===== config.mk =====
export PLATFORM = sky130hd
export DESIGN_NAME = ram_port_arbiter
export DESIGN_NICKNAME = d
export VERILOG_FILES = /design/src/rtl/ram_port_arbiter.sv
export SDC_FILE = /design/constraint.sdc
export NUM_CORES = 1
export LEC_CHECK = 0
export CORE_AREA = 10 10 124 126
export DETAILED_ROUTE_END_ITERATION = 16
export DIE_AREA = 0 0 134 136
export PLACE_DENSITY_LB_ADDON = 0.25
export SETUP_SLACK_MARGIN = 0.1
export SYNTH_ARGS = -nofsm -noshare
export SYNTH_HDL_FRONTEND = slang
export SYNTH_SLANG_ARGS = --single-unit

===== constraint.sdc =====
create_clock -name clk -period 1.78 [get_ports clk]
set_input_delay 0.178 -clock clk [delete_from_list [all_inputs] [get_ports clk]]
set_output_delay 0.178 -clock clk [all_outputs]
set_load 0.02 [all_outputs]

===== src/rtl/ram_port_arbiter.sv =====
// ram_port_arbiter
// Shares one single-port 32-bit RAM between the programming port, the CPU
// data bus and the CPU instruction bus. A grant is decided every cycle from
// the current requests plus registered state. Read data returns exactly one
// cycle later and is steered to whichever port issued the read.
//
// Ports
//   clk, rst                      clock, synchronous active-high reset
//   prog_en/addr/wstrb/wdata      programming port; locks out the CPU while high
//   prog_rdata                    RAM read data for the previous prog address
//   i_cmd_valid/ready/addr        instruction fetch command (byte address)
//   i_rsp_valid/data              instruction fetch response
//   d_cmd_valid/ready/wr/addr/
//   d_cmd_wstrb/wdata             data command (byte address, RAM space only)
//   d_rsp_valid/data              data read response (never for writes)
//   ram_addr/en/wstrb/wdata       RAM command (word address)
//   ram_rdata                     RAM registered read data
module ram_port_arbiter #(
   parameter int ADDR_W       = 14,
   parameter int MAX_DBUS_RUN = 4
) (
   input  logic              clk,
   input  logic              rst,
   input  logic              prog_en,
   input  logic [ADDR_W-1:0] prog_addr,
   input  logic [3:0]        prog_wstrb,
   input  logic [31:0]       prog_wdata,
   output logic [31:0]       prog_rdata,
   input  logic              i_cmd_valid,
   output logic              i_cmd_ready,
   input  logic [31:0]       i_cmd_addr,
   output logic              i_rsp_valid,
   output logic [31:0]       i_rsp_data,
   input  logic              d_cmd_valid,
   output logic              d_cmd_ready,
   input  logic              d_cmd_wr,
   input  logic [31:0]       d_cmd_addr,
   input  logic [3:0]        d_cmd_wstrb,
   input  logic [31:0]       d_cmd_wdata,
   output logic              d_rsp_valid,
   output logic [31:0]       d_rsp_data,
   output logic [ADDR_W-1:0] ram_addr,
   output logic              ram_en,
   output logic [3:0]        ram_wstrb,
   output logic [31:0]       ram_wdata,
   input  logic [31:0]       ram_rdata
);

   typedef enum logic {MODE_RUN, MODE_PROG} mode_t;
   typedef enum logic [1:0] {OWN_NONE, OWN_I, OWN_D} owner_t;

   localparam logic [3:0] RUN_LIMIT = 4'(MAX_DBUS_RUN);

   mode_t       mode_reg;
   owner_t      owner_reg, owner_next;
   logic [3:0]  run_reg, run_next;
   logic        grant_p, grant_d, grant_i;
   logic [3:0]  d_wstrb_eff;

   // Only the word-address field of the CPU byte addresses reaches the RAM.
   logic unused_addr_bits;
   assign unused_addr_bits = ^{i_cmd_addr[31:ADDR_W+2], i_cmd_addr[1:0],
                               d_cmd_addr[31:ADDR_W+2], d_cmd_addr[1:0]};

   // Reads carry no byte enables into the RAM.
   genvar gi;
   generate
      for (gi = 0; gi < 4; gi++) begin : g_wstrb
         assign d_wstrb_eff[gi] = d_cmd_wr & d_cmd_wstrb[gi];
      end
   endgenerate

   // Grant: prog beats everything; dBus beats iBus unless iBus has already
   // watched RUN_LIMIT consecutive dBus grants go by.
   always_comb begin
      grant_p = !rst && prog_en;
      grant_d = !rst && !prog_en && d_cmd_valid &&
                !(i_cmd_valid && (run_reg == RUN_LIMIT));
      grant_i = !rst && !prog_en && i_cmd_valid && !grant_d;
   end

   always_comb begin
      ram_en    = grant_p | grant_d | grant_i;
      ram_addr  = i_cmd_addr[ADDR_W+1:2];
      ram_wstrb = 4'b0000;
      ram_wdata = d_cmd_wdata;
      if (grant_p) begin
         ram_addr  = prog_addr;
         ram_wstrb = prog_wstrb;
         ram_wdata = prog_wdata;
      end else if (grant_d) begin
         ram_addr  = d_cmd_addr[ADDR_W+1:2];
         ram_wstrb = d_wstrb_eff;
      end
   end

   assign i_cmd_ready = grant_i;
   assign d_cmd_ready = grant_d;

   always_comb begin
      owner_next = OWN_NONE;
      if (grant_i)
         owner_next = OWN_I;
      else if (grant_d && !d_cmd_wr)
         owner_next = OWN_D;
   end

   // The run counter holds its value while prog blocks a waiting fetch.
   always_comb begin
      run_next = run_reg;
      if (grant_d && i_cmd_valid)
         run_next = run_reg + 4'd1;
      else if (grant_i || !i_cmd_valid)
         run_next = 4'd0;
   end

   always_ff @(posedge clk) begin
      if (rst) begin
         mode_reg  <= MODE_RUN;
         owner_reg <= OWN_NONE;
         run_reg   <= 4'd0;
      end else begin
         if (mode_reg == MODE_RUN) begin
            if (prog_en)
               mode_reg <= MODE_PROG;
         end else begin
            if (!prog_en)
               mode_reg <= MODE_RUN;
         end
         owner_reg <= owner_next;
         run_reg   <= run_next;
      end
   end

   // A response due while rst is high is dropped outright.
   assign i_rsp_valid = !rst && (mode_reg == MODE_RUN) && (owner_reg == OWN_I);
   assign d_rsp_valid = !rst && (mode_reg == MODE_RUN) && (owner_reg == OWN_D);
   assign i_rsp_data  = ram_rdata;
   assign d_rsp_data  = ram_rdata;
   assign prog_rdata  = ram_rdata;

endmodule


* Word level (Yosys, flattened, before mapping)
Index checks and enable logic that the tools add are counted.
Cells by class: $add $sub $neg 1, multiply operators 0, divide/modulo/power cells 0, order comparisons 0, eq/ne operators 3, shifts and indexed selects 0, multiplexer cells 10, bitwise gates (word level) 7, reduce and logical (&&, ||, !) cells 21
Operators with widths (count):
- two-way mux 32 bit | 1
- two-way mux 14 bit | 2
- two-way mux 4 bit | 4
- logical AND 1 bit | 12
- zero test 1 bit | 6
- adder 4 x 1 -> 4 bit, second input constant | 1
- bitwise AND 1 bit | 4
- equality test 4 x 3 -> 1 bit, second input constant | 1
- equality test 2 x 1 -> 1 bit, second input constant | 1
- equality test 2 bit, second input constant | 1
- two-way mux 1 bit | 2
- two-way mux 2 bit | 1
- OR 1 bit | 2
- nonzero test 2 bit | 1
- OR reduction 2 bit | 1
- logical OR 1 bit | 1
- inverter 1 bit | 1
Word-level totals: flip-flop bits (word level) 7, latch bits 0, memory bits (writable) 0, memory bits (read-only) 0, input port bits 188, output and inout port bits 151, logic and storage cells 46, memories kept 0

* Logic depth before layout (Yosys ltp)
Gate-level depths: netlist (run 1).
depth in word-level cells 9, gate-level depth with buffers 7

* Worst setup path before layout (run 1)
No wires, ideal clock.
kind reg-to-output, from reg run_reg[0], to out i_cmd_ready, data arrival time 1646 ps, path slack -44 ps, stages on the path, launching flop included 8, path buffers 2, path through dfxtp_1 -> inv_1 -> ha_1 -> nand4b_4 -> and2_4 -> buf_6 -> buf_6 -> nor3_1
Between the ends: word-level cells in the longest chain between the ends 6
Ends and longest elaborated chain:
- start: declaration | line 56 | logic [3:0] run_reg, run_next;
- start signal: assignment | line 131 | run_reg <= run_next;
- equality test 4 x 3 -> 1 bit | line 78 | !(i_cmd_valid && (run_reg == RUN_LIMIT));
- logical AND 1 bit | line 78
- zero test 1 bit | line 78
- logical AND 1 bit | line 77 | grant_d = !rst && !prog_en && d_cmd_valid &&
- named net d_cmd_ready | line 35 | output logic d_cmd_ready,
- zero test 1 bit | line 79 | grant_i = !rst && !prog_en && i_cmd_valid && !grant_d;
- logical AND 1 bit | line 79
- end: declaration | line 30 | output logic i_cmd_ready,
The timed path passes the listed nets, and every way through them passes these cells.

* Worst setup path after layout (run 1)
from reg run_reg[0], to out ram_wstrb[0]
Between the ends: word-level cells in the longest chain between the ends 6
Ends and longest elaborated chain:
- equality test 4 x 3 -> 1 bit | line 78
- logical AND 1 bit | line 78
- zero test 1 bit | line 78
- logical AND 1 bit | line 77
- two-way mux 4 bit | line 91 | end else if (grant_d) begin
- two-way mux 4 bit | line 87 | if (grant_p) begin
- end: declaration | line 44 | output logic [3:0] ram_wstrb,
No other way between the ends.

==> out/results.tsv, run 1 <==
stage	metric	value	unit
timing	top achievable clock speed	0.575	GHz
power	leakage power	1.49	nW
yosys	Synthesized Nets	497	
finish	Layout area overhead	77.2	%
finish	fin cells	574	
finish	number of flip-flops in the largest register	4	
worst_setup_path	cell mode on critical path	buf_6	
timing	max-slew violations	0	
worst_setup_path	crit path cell chain	inv_2, ha_4, nand4b_4, and2_4, buf_6, a32o_2, buf_6	
yosys	Mapped Area	1860	sq um
global_route	grt ovf	0	
worst_setup_path	Worst path max stage delay	0.31	ns
place	placed cell areas	3210	sq um
global_route	global-route wire length before repair	12500	um
timing	Tmin final	1.74	ns
clock_tree	Clock Sinks	7	
global_route	gr busiest metal	met2	
hold_path	HP Class	input port to primary output	
die	io pins	339	
place	placed insts	564	
worst_setup_path	Critical path origin	run_reg[0]$_SDFFE_PP0P_	
die	die span in y	136	um
finish	NumNets Final	589	
clock_tree	root buffer cell	clkbuf_16	
route	total number of vias	2121	
die	DIE AREA	18200	sq um
die	Core Rows	42	
timing	measured slew at the worst slew-check pin	0.267	ns
yosys	Yosys reg bits	7	
worst_setup_path	crit end category	primary output	
worst_setup_path	worst path required time	1.60	ns
global_route	number of global-route vias before repair	2184	
global_route	largest net degree at the start of global routing	31	
timing	Final Setup Violations	0	
global_route	GRT met2 Usage	15.7	%
route	vias per cell	3.70	
route	wire length per cell	15.6	um
route	final wirelength	8950	um
power	Max VDD drop	0.000165	V
die	Die X	134	um
yosys	YS warnings	0	
route	Final ANT Viol Nets	0	
die	core region area	13000	sq um
hold_path	Hold Crit Start	ram_rdata[31]	
worst_setup_path	slowest stage cell, crit path	dfxtp_2	
timing	worst rel slew slack	81.9	%
timing	clk_skew	0.000640	ns
timing	number of hold violations in the final report	0	
route	DRT iter0 DRCs	69	
yosys	Mapped Cells	307	
power	Power Dens Cells	404	nW/um^2
place	routability congestion estimate	0.737	
route	Initial DRT Pass Iterations	4	
route	# DRC	0	
clock_tree	Max Root-Sink Buffers	2	
clock_tree	H-Tree Depth	1	
worst_setup_path	critical path peak fanout	5	
global_route	met3 GRT Util	2.80	%
worst_setup_path	CP Class	flop to primary output	
clock_tree	CTS tree	yes	
status	status	complete, no violations	
job	Max-Cap Viols	0	
die	Initial Utilization	14.3	%
yosys	Mapped Avg Cell Area	6.05	sq um
yosys	post-synth cell types	25	
global_route	grt met1 use	8.78	%
global_route	gr usage total	8.59	%
worst_setup_path	WP data arrival	1.56	ns
global_route	initial antenna violation count	0	
finish	layout cell share with drive strength beyond 1	18.3	%
worst_setup_path	startpoint type of the worst setup path	flop	
timing	post-route clock period utilization	97.7	%
clock_tree	Worst-Skew Late Latency	0.23	ns
yosys	post-synthesis sequential area ratio	7.55	%
clock_tree	clock-pin slew on the worst setup and hold paths	0.04	ns
place	Final HPWL DP	7480	um
timing	final setup TNS	0	ns
worst_setup_path	origin of the critical flop-to-flop path	run_reg[0]$_SDFFE_PP0P_	
clock_tree	CTS Buf Count	3	
finish	Final Cell Area	3290	sq um
finish	antenna diode count	0	
timing	setup repair after global routing missed its margin	yes	
place	number of port buffers	174	
==> routing by layer <==
layer | vias to the layer above | wire [um]
li1 | 1068 | -
met1 | 914 | 3260
met2 | 118 | 4650
met3 | 21 | 788
met4 | 0 | 251
met5 | - | 0
==> final timing paths <==
kind                                                 to  slack, ns  depth (start not counted)
worst max-delay path                       ram_wstrb[0]       0.04                          7
worst min-delay path                     d_rsp_data[31]       0.36                          0
worst max register to register  owner_reg[0]$_SDFF_PP0_       0.35                          8
worst min register to register  run_reg[0]$_SDFFE_PP0P_       0.58                          3
==> metrics by stage <==
stage	utilization (%)	setup WS (ns)	hold slack [ns]	power (mW)
final	25.4	0.0413	0.356	1.33
after floorplan	-	0.105	0.250	0.768
after detailed placement	24.7	-0.487	0.356	0.990
after global routing	25.4	-0.0149	0.356	1.40
after CTS	25.0	0.0283	0.356	1.33
after global placement	24.7	-0.454	0.356	0.989
==> report_power, final <==
group | switching, mW | internal (mW) | leakage (nW)
sequential | 0.00157 | 0.161 | 0.0574
clock | 0.0898 | 0.298 | 0.0382
combinational | 0.345 | 0.433 | 1.40
==> cells in the final DEF, fill, tap and decap left out, types with 2 or more instances in the layout <==
cell             synthesis  layout
nand2_1                125     125
clkdlybuf4s50_1          0     116
buf_4                   96      32
nand3_1                 16      16
o211ai_1                14      14
dlygate4sd2_1            0      14
clkdlybuf4s15_1          0      12
clkbuf_2                 0      11
buf_6                    3       8
dfxtp_1                  7       6
clkbuf_16                0       4
buf_12                   0       4
inv_2                    0       3
nor3_1                   4       3
a21oi_1                  3       3
a32o_1                   4       2
a32o_2                   0       2
nor2_1                   2       2
nor4b_1                  2       2
nand3b_1                 2       2
==> what timing repair did <==
item | CTS | global route
resized for setup | 135 | 45
hold buffers | 0 | 0
endpoints found under the setup margin | 55 | 44
pin swaps | 5 | 8
cloned | 0 | 1
buffers inserted | 4 | 1
==> critical path: cells and delay by family (launching register included) <==
family / cells / cell delay (ns)
compound gates: 1 / 0.24
buf+inv: 3 / 0.34
flops: 1 / 0.31
fa+ha+maj: 1 / 0.13
simple gates: 2 / 0.30
==> logic make-up after synthesis <==
family                   Yosys count  share of synthesized area [%]
AO/OA/AOI/OAI                     24                           10.0
flip-flops                         7                           7.55
AND/OR/NAND/NOR                  157                           36.3
buffers and inverters            117                           44.8
adder cells (fa/ha/maj)            2                           1.35
==> final cells by class <==
class,count,area (sq um)
Multi-Input combinational cell,183,925
Inverter,4,15.0
Timing Repair Buffer,200,1910
Sequential cell,7,141
Tap cell,176,220
Clock buffer,4,78.8
Fill cell,1482,9690
==> synth_stat cells <==
| master | count | area, sq um |
|---|---|---|
| nor4b_1 | 2 | 17.5 |
| a32o_1 | 4 | 40.0 |
| nor2_1 | 2 | 7.51 |
| clkinv_1 | 1 | 3.75 |
| o2bb2ai_1 | 1 | 8.76 |
| nor3_1 | 4 | 20.0 |
| a311oi_1 | 1 | 8.76 |
| nand3_1 | 16 | 80.1 |
| ha_1 | 2 | 25.0 |
| a21oi_1 | 3 | 15.0 |
| nand4b_4 | 1 | 23.8 |
| clkbuf_1 | 6 | 22.5 |
| nand2_1 | 125 | 469 |
| nor2b_1 | 1 | 6.26 |
| dfxtp_1 | 7 | 140 |
| inv_1 | 3 | 11.3 |
| buf_2 | 8 | 40.0 |
| and2_4 | 1 | 8.76 |
| a32oi_1 | 1 | 8.76 |
| nand3b_1 | 2 | 15.0 |
| buf_4 | 96 | 721 |
| nand2b_1 | 2 | 12.5 |
| buf_6 | 3 | 33.8 |
| o211ai_1 | 14 | 105 |
| nor3b_2 | 1 | 12.5 |
Power figures use the tool's default switching activity.
==> run 2, diff against run 1 <==
--- a/config.mk
+++ b/config.mk
@@ -5,6 +5,7 @@
 export SDC_FILE = /design/constraint.sdc
 export NUM_CORES = 1
 export LEC_CHECK = 0
+export CAP_MARGIN = 15
 export CORE_AREA = 10 10 124 126
 export DETAILED_ROUTE_END_ITERATION = 16
 export DIE_AREA = 0 0 134 136
==> results of run 2 <==
The final DEF is identical to that of run 1; final timing and power are the same.
